$ cat config.mk
export PLATFORM = sky130hd
export DESIGN_NAME = ellpack_row_packer_flat
export DESIGN_NICKNAME = d
export VERILOG_FILES = /design/src/rtl/ellpack_pkg.sv /design/src/rtl/ellpack_row_packer_if.sv /design/src/rtl/ellpack_row_buf.sv /design/src/rtl/ellpack_row_packer.sv /design/src/flat_wrapper.sv
export SDC_FILE = /design/constraint.sdc
export NUM_CORES = 1
export LEC_CHECK = 0
export ABC_AREA = 1
export CAP_MARGIN = 15
export CORE_AREA = 2 2 184 186
export CTS_CLUSTER_SIZE = 25
export DETAILED_ROUTE_END_ITERATION = 12
export DIE_AREA = 0 0 186 188
export PLACE_DENSITY = 0.76
export SLEW_MARGIN = 10
export SYNTH_ARGS = -nofsm -noshare
export SYNTH_HDL_FRONTEND = slang
export SYNTH_SLANG_ARGS = --single-unit
export TNS_END_PERCENT = 50
$ cat constraint.sdc
create_clock -name clk -period 2.4 [get_ports clk]
set_clock_uncertainty 0.05 [all_clocks]
set_input_delay 0.48 -clock clk [delete_from_list [all_inputs] [get_ports clk]]
set_output_delay 0.48 -clock clk [all_outputs]
set_load 0.005 [all_outputs]
$ cat src/rtl/ellpack_pkg.sv
// ellpack_pkg: constants and types shared by the ELLPACK row packer and the
// ELLPACK SpMV compute stage.
//   N      rows per matrix
//   L      ELLPACK slots per packed row
//   VAL_W  nonzero value width
//   COL_W  column index width (2^COL_W >= N)
//   ROW_W  row index width
//   CNT_W  width of a slot count 0..L
// Also holds the FILL/EMIT/DONE state encoding and the slot-field offset
// helpers that locate slot s inside a packed value/column bus.
package ellpack_pkg;

    localparam int N     = 494;
    localparam int L     = 10;
    localparam int VAL_W = 32;
    localparam int COL_W = 9;
    localparam int ROW_W = 9;
    localparam int CNT_W = 4;

    typedef enum logic [1:0] {
        ST_FILL = 2'd0,
        ST_EMIT = 2'd1,
        ST_DONE = 2'd2
    } ellpack_state_e;

    // Bit offset of slot s within out_val / out_col.
    function automatic int val_lsb(input int s);
        return s * VAL_W;
    endfunction

    function automatic int col_lsb(input int s);
        return s * COL_W;
    endfunction

endpackage

$ cat src/rtl/ellpack_row_packer_if.sv
// ellpack_row_packer_if: bundles the CSR input beat stream and the packed
// ELLPACK row output stream.
//   in_*   : one nonzero per beat (value, column, end-of-row, empty-row)
//   out_*  : one packed L-slot row per transfer (values, columns, row, nnz)
// Modports: slave = packer side, master = feeder/consumer side.
//
// Handshake rule for both streams: a transfer happens on a rising clk edge
// where valid && ready are both 1. The source holds valid and its payload
// stable until that edge; the sink may raise or drop ready at any time, and
// ready never depends combinationally on valid.
interface ellpack_row_packer_if;
    import ellpack_pkg::*;

    logic                   in_valid;
    logic                   in_ready;
    logic [VAL_W-1:0]       in_val;
    logic [COL_W-1:0]       in_col;
    logic                   in_last;
    logic                   in_empty;

    logic                   out_valid;
    logic                   out_ready;
    logic [L*VAL_W-1:0]     out_val;
    logic [L*COL_W-1:0]     out_col;
    logic [ROW_W-1:0]       out_row;
    logic [CNT_W-1:0]       out_nnz;

    modport slave (
        input  in_valid, in_val, in_col, in_last, in_empty, out_ready,
        output in_ready, out_valid, out_val, out_col, out_row, out_nnz
    );

    modport master (
        output in_valid, in_val, in_col, in_last, in_empty, out_ready,
        input  in_ready, out_valid, out_val, out_col, out_row, out_nnz
    );

endinterface

$ cat src/rtl/ellpack_row_buf.sv
// ellpack_row_buf: one L-slot row of value/column registers.
//   clk, rst : clock, synchronous active-high reset
//   wr_en    : write wr_val/wr_col into slot[count] and bump count
//   clr      : return every slot to value 0 / column 0 and count to 0
//   vals     : packed slot values, slot s at [s*VAL_W +: VAL_W]
//   cols     : packed slot columns, slot s at [s*COL_W +: COL_W]
//   count    : populated slots 0..L
//   full     : all L slots populated; a write now is an overflow and is dropped
module ellpack_row_buf
    import ellpack_pkg::*;
(
    input  logic                 clk,
    input  logic                 rst,
    input  logic                 wr_en,
    input  logic                 clr,
    input  logic [VAL_W-1:0]     wr_val,
    input  logic [COL_W-1:0]     wr_col,
    output logic [L*VAL_W-1:0]   vals,
    output logic [L*COL_W-1:0]   cols,
    output logic [CNT_W-1:0]     count,
    output logic                 full
);

    logic [L*VAL_W-1:0] vals_q;
    logic [L*COL_W-1:0] cols_q;
    logic [CNT_W-1:0]   count_q;

    assign full  = (count_q == CNT_W'(L));
    assign vals  = vals_q;
    assign cols  = cols_q;
    assign count = count_q;

    // Clearing on every emit is what keeps unused slots at 0/0 padding.
    always_ff @(posedge clk) begin
        if (rst || clr) begin
            vals_q  <= '0;
            cols_q  <= '0;
            count_q <= '0;
        end else if (wr_en && !full) begin
            for (int s = 0; s < L; s++) begin
                if (count_q == CNT_W'(s)) begin
                    vals_q[val_lsb(s) +: VAL_W] <= wr_val;
                    cols_q[col_lsb(s) +: COL_W] <= wr_col;
                end
            end
            count_q <= count_q + CNT_W'(1);
        end
    end

endmodule

$ cat src/rtl/ellpack_row_packer.sv
// ellpack_row_packer: packs a CSR beat stream (one nonzero per beat) into
// fixed L-slot ELLPACK rows, emitted in row order 0..N-1.
//   clk, rst  : clock, synchronous active-high reset
//   bus       : ellpack_row_packer_if.slave (input beats, packed row output)
//   overflow  : sticky, some row carried more than L nonzeros
//   done      : all N rows have been emitted
//   state_dbg : current FILL/EMIT/DONE state
// Build option: define ELLPACK_PACK_SKID_EN to add a second row buffer so
// filling continues while a completed row waits for the consumer.
module ellpack_row_packer
    import ellpack_pkg::*;
(
    input  logic                       clk,
    input  logic                       rst,
    ellpack_row_packer_if.slave        bus,
    output logic                       overflow,
    output logic                       done,
    output ellpack_state_e             state_dbg
);

    ellpack_state_e   state_q, state_d;
    logic [ROW_W-1:0] row_q;
    logic             ovf_q;
    logic             ovf_hit;
    logic             hs;
    logic             in_ready;
    logic             out_valid;

`ifdef ELLPACK_PACK_SKID_EN
    logic [1:0]         wr_en_v, clr_v, full_v, full_q, full_d;
    logic               wr_sel_q, wr_sel_d, rd_sel_q, rd_sel_d;
    logic [ROW_W-1:0]   filled_q;
    logic [L*VAL_W-1:0] vals_v [2];
    logic [L*COL_W-1:0] cols_v [2];
    logic [CNT_W-1:0]   cnt_v  [2];

    for (genvar b = 0; b < 2; b++) begin : g_buf
        ellpack_row_buf u_buf (
            .clk    (clk),
            .rst    (rst),
            .wr_en  (wr_en_v[b]),
            .clr    (clr_v[b]),
            .wr_val (bus.in_val),
            .wr_col (bus.in_col),
            .vals   (vals_v[b]),
            .cols   (cols_v[b]),
            .count  (cnt_v[b]),
            .full   (full_v[b])
        );
    end

    // Buffers alternate: wr_sel fills, rd_sel presents. A buffer is "full"
    // from its end-of-row beat until its row is taken by the consumer.
    always_comb begin
        state_d   = state_q;
        in_ready  = 1'b0;
        out_valid = 1'b0;
        done      = 1'b0;
        hs        = 1'b0;
        wr_en_v   = 2'b00;
        clr_v     = 2'b00;
        full_d    = full_q;
        wr_sel_d  = wr_sel_q;
        rd_sel_d  = rd_sel_q;
        if (state_q == ST_DONE) begin
            done = 1'b1;
        end else begin
            in_ready  = !full_q[wr_sel_q] && (filled_q != ROW_W'(N));
            out_valid = full_q[rd_sel_q];
            if (bus.in_valid && in_ready) begin
                wr_en_v[wr_sel_q] = !bus.in_empty;
                if (bus.in_last || bus.in_empty) begin
                    full_d[wr_sel_q] = 1'b1;
                    wr_sel_d         = !wr_sel_q;
                end
            end
            if (out_valid && bus.out_ready) begin
                hs               = 1'b1;
                clr_v[rd_sel_q]  = 1'b1;
                full_d[rd_sel_q] = 1'b0;
                rd_sel_d         = !rd_sel_q;
            end
            if (hs && (row_q == ROW_W'(N - 1)))
                state_d = ST_DONE;
            else
                state_d = full_d[rd_sel_d] ? ST_EMIT : ST_FILL;
        end
    end

    assign ovf_hit = |(wr_en_v & full_v);

    always_ff @(posedge clk) begin
        if (rst) begin
            full_q   <= 2'b00;
            wr_sel_q <= 1'b0;
            rd_sel_q <= 1'b0;
            filled_q <= '0;
        end else begin
            full_q   <= full_d;
            wr_sel_q <= wr_sel_d;
            rd_sel_q <= rd_sel_d;
            if (wr_sel_d != wr_sel_q)
                filled_q <= filled_q + ROW_W'(1);
        end
    end

    assign bus.out_val = vals_v[rd_sel_q];
    assign bus.out_col = cols_v[rd_sel_q];
    assign bus.out_nnz = cnt_v[rd_sel_q];
`else
    logic               wr_en, clr, buf_full;
    logic [L*VAL_W-1:0] buf_vals;
    logic [L*COL_W-1:0] buf_cols;
    logic [CNT_W-1:0]   buf_cnt;

    ellpack_row_buf u_buf (
        .clk    (clk),
        .rst    (rst),
        .wr_en  (wr_en),
        .clr    (clr),
        .wr_val (bus.in_val),
        .wr_col (bus.in_col),
        .vals   (buf_vals),
        .cols   (buf_cols),
        .count  (buf_cnt),
        .full   (buf_full)
    );

    always_comb begin
        state_d   = state_q;
        in_ready  = 1'b0;
        out_valid = 1'b0;
        done      = 1'b0;
        hs        = 1'b0;
        wr_en     = 1'b0;
        clr       = 1'b0;
        case (state_q)
            ST_FILL: begin
                in_ready = 1'b1;
                if (bus.in_valid) begin
                    wr_en = !bus.in_empty;
                    // The end-of-row beat's own slot write lands this edge,
                    // so EMIT already presents the complete row.
                    if (bus.in_last || bus.in_empty)
                        state_d = ST_EMIT;
                end
            end
            ST_EMIT: begin
                out_valid = 1'b1;
                if (bus.out_ready) begin
                    hs      = 1'b1;
                    clr     = 1'b1;
                    state_d = (row_q == ROW_W'(N - 1)) ? ST_DONE : ST_FILL;
                end
            end
            ST_DONE: begin
                done = 1'b1;
            end
            default: begin
                state_d = ST_FILL;
            end
        endcase
    end

    assign ovf_hit     = wr_en && buf_full;
    assign bus.out_val = buf_vals;
    assign bus.out_col = buf_cols;
    assign bus.out_nnz = buf_cnt;
`endif

    always_ff @(posedge clk) begin
        if (rst) begin
            state_q <= ST_FILL;
            row_q   <= '0;
            ovf_q   <= 1'b0;
        end else begin
            state_q <= state_d;
            if (hs)
                row_q <= row_q + ROW_W'(1);
            if (ovf_hit)
                ovf_q <= 1'b1;
        end
    end

    assign bus.in_ready  = in_ready;
    assign bus.out_valid = out_valid;
    assign bus.out_row   = row_q;
    assign overflow      = ovf_q;
    assign state_dbg     = state_q;

endmodule

$ cat src/flat_wrapper.sv
// flat-port wrapper written by rule: the top's interface ports become plain ports
module ellpack_row_packer_flat import ellpack_pkg::*;
  (clk, rst, overflow, done, state_dbg, bus_in_valid, bus_in_val, bus_in_col, bus_in_last, bus_in_empty, bus_out_ready, bus_in_ready, bus_out_valid, bus_out_val, bus_out_col, bus_out_row, bus_out_nnz);
  ellpack_row_packer_if bus_i ();
  input  logic clk;
  input  logic rst;
  output logic overflow;
  output logic done;
  output ellpack_state_e state_dbg;
  input wire logic [$bits(bus_i.in_valid)-1:0] bus_in_valid;
  input wire logic [$bits(bus_i.in_val)-1:0] bus_in_val;
  input wire logic [$bits(bus_i.in_col)-1:0] bus_in_col;
  input wire logic [$bits(bus_i.in_last)-1:0] bus_in_last;
  input wire logic [$bits(bus_i.in_empty)-1:0] bus_in_empty;
  input wire logic [$bits(bus_i.out_ready)-1:0] bus_out_ready;
  output wire logic [$bits(bus_i.in_ready)-1:0] bus_in_ready;
  output wire logic [$bits(bus_i.out_valid)-1:0] bus_out_valid;
  output wire logic [$bits(bus_i.out_val)-1:0] bus_out_val;
  output wire logic [$bits(bus_i.out_col)-1:0] bus_out_col;
  output wire logic [$bits(bus_i.out_row)-1:0] bus_out_row;
  output wire logic [$bits(bus_i.out_nnz)-1:0] bus_out_nnz;
  assign bus_i.in_valid = bus_in_valid;
  assign bus_i.in_val = bus_in_val;
  assign bus_i.in_col = bus_in_col;
  assign bus_i.in_last = bus_in_last;
  assign bus_i.in_empty = bus_in_empty;
  assign bus_i.out_ready = bus_out_ready;
  assign bus_in_ready = bus_i.in_ready;
  assign bus_out_valid = bus_i.out_valid;
  assign bus_out_val = bus_i.out_val;
  assign bus_out_col = bus_i.out_col;
  assign bus_out_row = bus_i.out_row;
  assign bus_out_nnz = bus_i.out_nnz;
  ellpack_row_packer u_core (.clk(clk), .rst(rst), .bus(bus_i), .overflow(overflow), .done(done), .state_dbg(state_dbg));
endmodule
==> impl_metrics.ini <==
[outcome]
outcome = finished clean

[setup_path]
end_kind = output port
cp.required_ns = 1.87
slowest_stage = clkdlybuf4s50_1
crit_chain = nor2_1 -> clkdlybuf4s50_1
criticalPathCategory = register to output port
cp_max_fo = 5
cp.arrival_ns = 1.72
worst_setup_path_start_kind = register
cp_slowest_stage_delay_ns = 0.57

[synthesis]
ys_types = 27
yosysSeqAreaShare_pct = 55.7
synth-simple-area-share_pct = 23.1
synth_compound_area_share_pct = 13.9
synth_cells = 1972
synth_adder_area_share_pct = 0.490
synth.avg_cell_area_sq_um = 7.77
synth_xor_area_share_pct = 0.0572
synth_top_family_by_area = simple AND/OR/NAND/NOR gates
ys_ff_latch = 426
yosys_warnings = 0
syn_area_sq_um = 15300
synthesis.nets = 2025
yosys-mux-area-fraction_pct = 0

[detailed_routing]
routed_wl_mm = 53.1
first_pass_iters = 5
drc = 0
num_vias = 14657
drtIter0Drc = 1055
wl_per_cell_um = 18.6
drtAntennaViolNets = 0
viasPerCell = 5.13

[sta]
rsz0062_at_grt = no
hold_viol = 0
fin_setup_tns_ns = 0
fmax_mhz = 444
whs_ns = 0.412
setup_viol = 0
period_share_pct = 93.9
period_minus_slack_ns = 2.25
tightest_slew_ns = 0.670
drv_slew = 0
relSlewSlack_pct = 55.2

[placement]
io_buffers = 475
hpwl_mm = 37.0
dpl_cell_area_sq_um = 20500
routabilityCongestion = 0.864

[floorplan]
die_x_um = 186
num_rows = 67
die_h_um = 188
ios = 476
core_area_sq_um = 33100
start_util_pct = 46.3
die-area_sq_um = 35000

[cts]
root_buffer = clkbuf_16
cts_resized = 0
cts_hold_buf = 0
cts_tree = yes
clkLatencyLatePin_ns = 0.53
cts_buffers = 43
clock_path_buffers = 3
cts_setup_buffers = 0
cts.reportedPaths.clkPinSlew_ns = 0.06
cts_sinks = 426
h-tree-depth = 2

[power]
ir_drop_mv = 0.466
power_leakage_nw = 7.87
p_per_area_nw_per_um2 = 693

[grt]
grt_pass1_wl_mm = 79.8
overflow = 0
track_usage_pct = 29.6
first_global_vias = 13880
antenna_found_initial = 0
grt_max_degree = 59

[run]
cap_violations = 0

[final_layout]
post-route-cell-area_sq_um = 21900
area_growth_syn_to_layout_pct = 43.0
drive_above_1_share_pct = 6.23
diodes = 0
nets = 2432

[min_path]
holdCritPathClass = register to register
==> worst paths after layout <==
| check | startpoint | end | slack [ns] | cells past startpoint |
|---|---|---|---|---|
| max | u_core.state_dbg[1] | bus_in_ready | 0.15 | 2 |
| min | u_core.overflow | u_core.overflow | 0.41 | 2 |
| min reg2reg | u_core.overflow | u_core.overflow | 0.41 | 2 |
| max reg2reg | u_core.u_buf.count[0] | u_core.u_buf.vals[297] | 0.37 | 7 |
==> layout by cell type, fill, tap and decap left out, types with 12 or more instances in the layout <==
cell type,synthesis,layout
nor2_1,847,847
clkdlybuf4s50_1,0,475
dfxtp_1,426,426
o21ai_0,385,385
clkbuf_16,0,45
nand2_1,34,34
o21ai_1,31,31
buf_4,22,28
buf_12,0,26
inv_1,23,23
inv_2,13,12
clkbuf_8,0,12
==> Yosys cell counts, drive strengths merged <==
master / number / share of area (%)
clkinv: 1 / 0.024
nor2: 851 / 21
a21oi: 9 / 0.29
inv: 36 / 0.88
nand2: 38 / 1.1
clkbuf: 109 / 2.9
ha: 6 / 0.49
dfxtp: 426 / 56
nand4: 2 / 0.082
buf: 58 / 3.0
xor2: 1 / 0.057
nor3: 1 / 0.033
nand3: 16 / 0.93
o21bai: 1 / 0.049
nor3b: 1 / 0.049
o21ai: 416 / 14
==> power breakdown <==
part	total [mW]	leakage (nW)	internal, mW	switching (mW)
registers	7.24	3.44	7.18	0.0673
logic	1.22	3.73	0.510	0.714
clock network	6.71	0.704	3.99	2.72
total	15.2	7.87	11.7	3.50
==> sequential cells by signal, summed over array words and instances, names as in the netlist <==
| register | flops |
|---|---|
| u_core.u_buf.vals | 320 |
| u_core.state_dbg | 2 |
| u_core.overflow | 1 |
| u_core.u_buf.count | 4 |
| u_core.bus.out_row | 9 |
| u_core.u_buf.cols | 90 |
==> layout make-up <==
cell class	instances	area (sq um)
repair buffers	529	5490
well taps	448	561
inverters	37	146
clock inverters	10	106
clock buffers	63	1310
flip-flops and latches	426	8530
multi-input cells	1342	5770
fillers	2712	11200
==> critical path, delay by kind of cell (launching register included) <==
family,cells,cell delay [ns]
buf+inv,1,0.57
simple gates,1,0.28
flops,1,0.36
==> cells by family after synthesis <==
kind of cell | count (synthesis)
AOI/OAI and AO/OA | 426
adders and majority gates | 6
buffers and inverters | 204
DFF | 426
xor gates and xnor gates | 1
and+or+nand+nor | 909
==> stage by stage <==
stage          util, %  power, mW  cells  setup slack (ns)
3_3_place_gp      61.9       8.58   2782            0.0899
6_report          66.2       15.2   2855             0.147
2_1_floorplan        -       8.07   1972             0.811
3_5_place_dp      61.9       8.61   2782            0.0228
4_1_cts           66.2       15.3   2855             0.138
5_1_grt           66.2       15.7   2855            0.0819
==> routing by layer <==
metal	part of all wire [%]	track usage, %
met1	38	34.6
met2	48	50.2
met3	9.0	7.34
met4	5.1	14.9
met5	0	0
(Power assumes the default switching activity.)
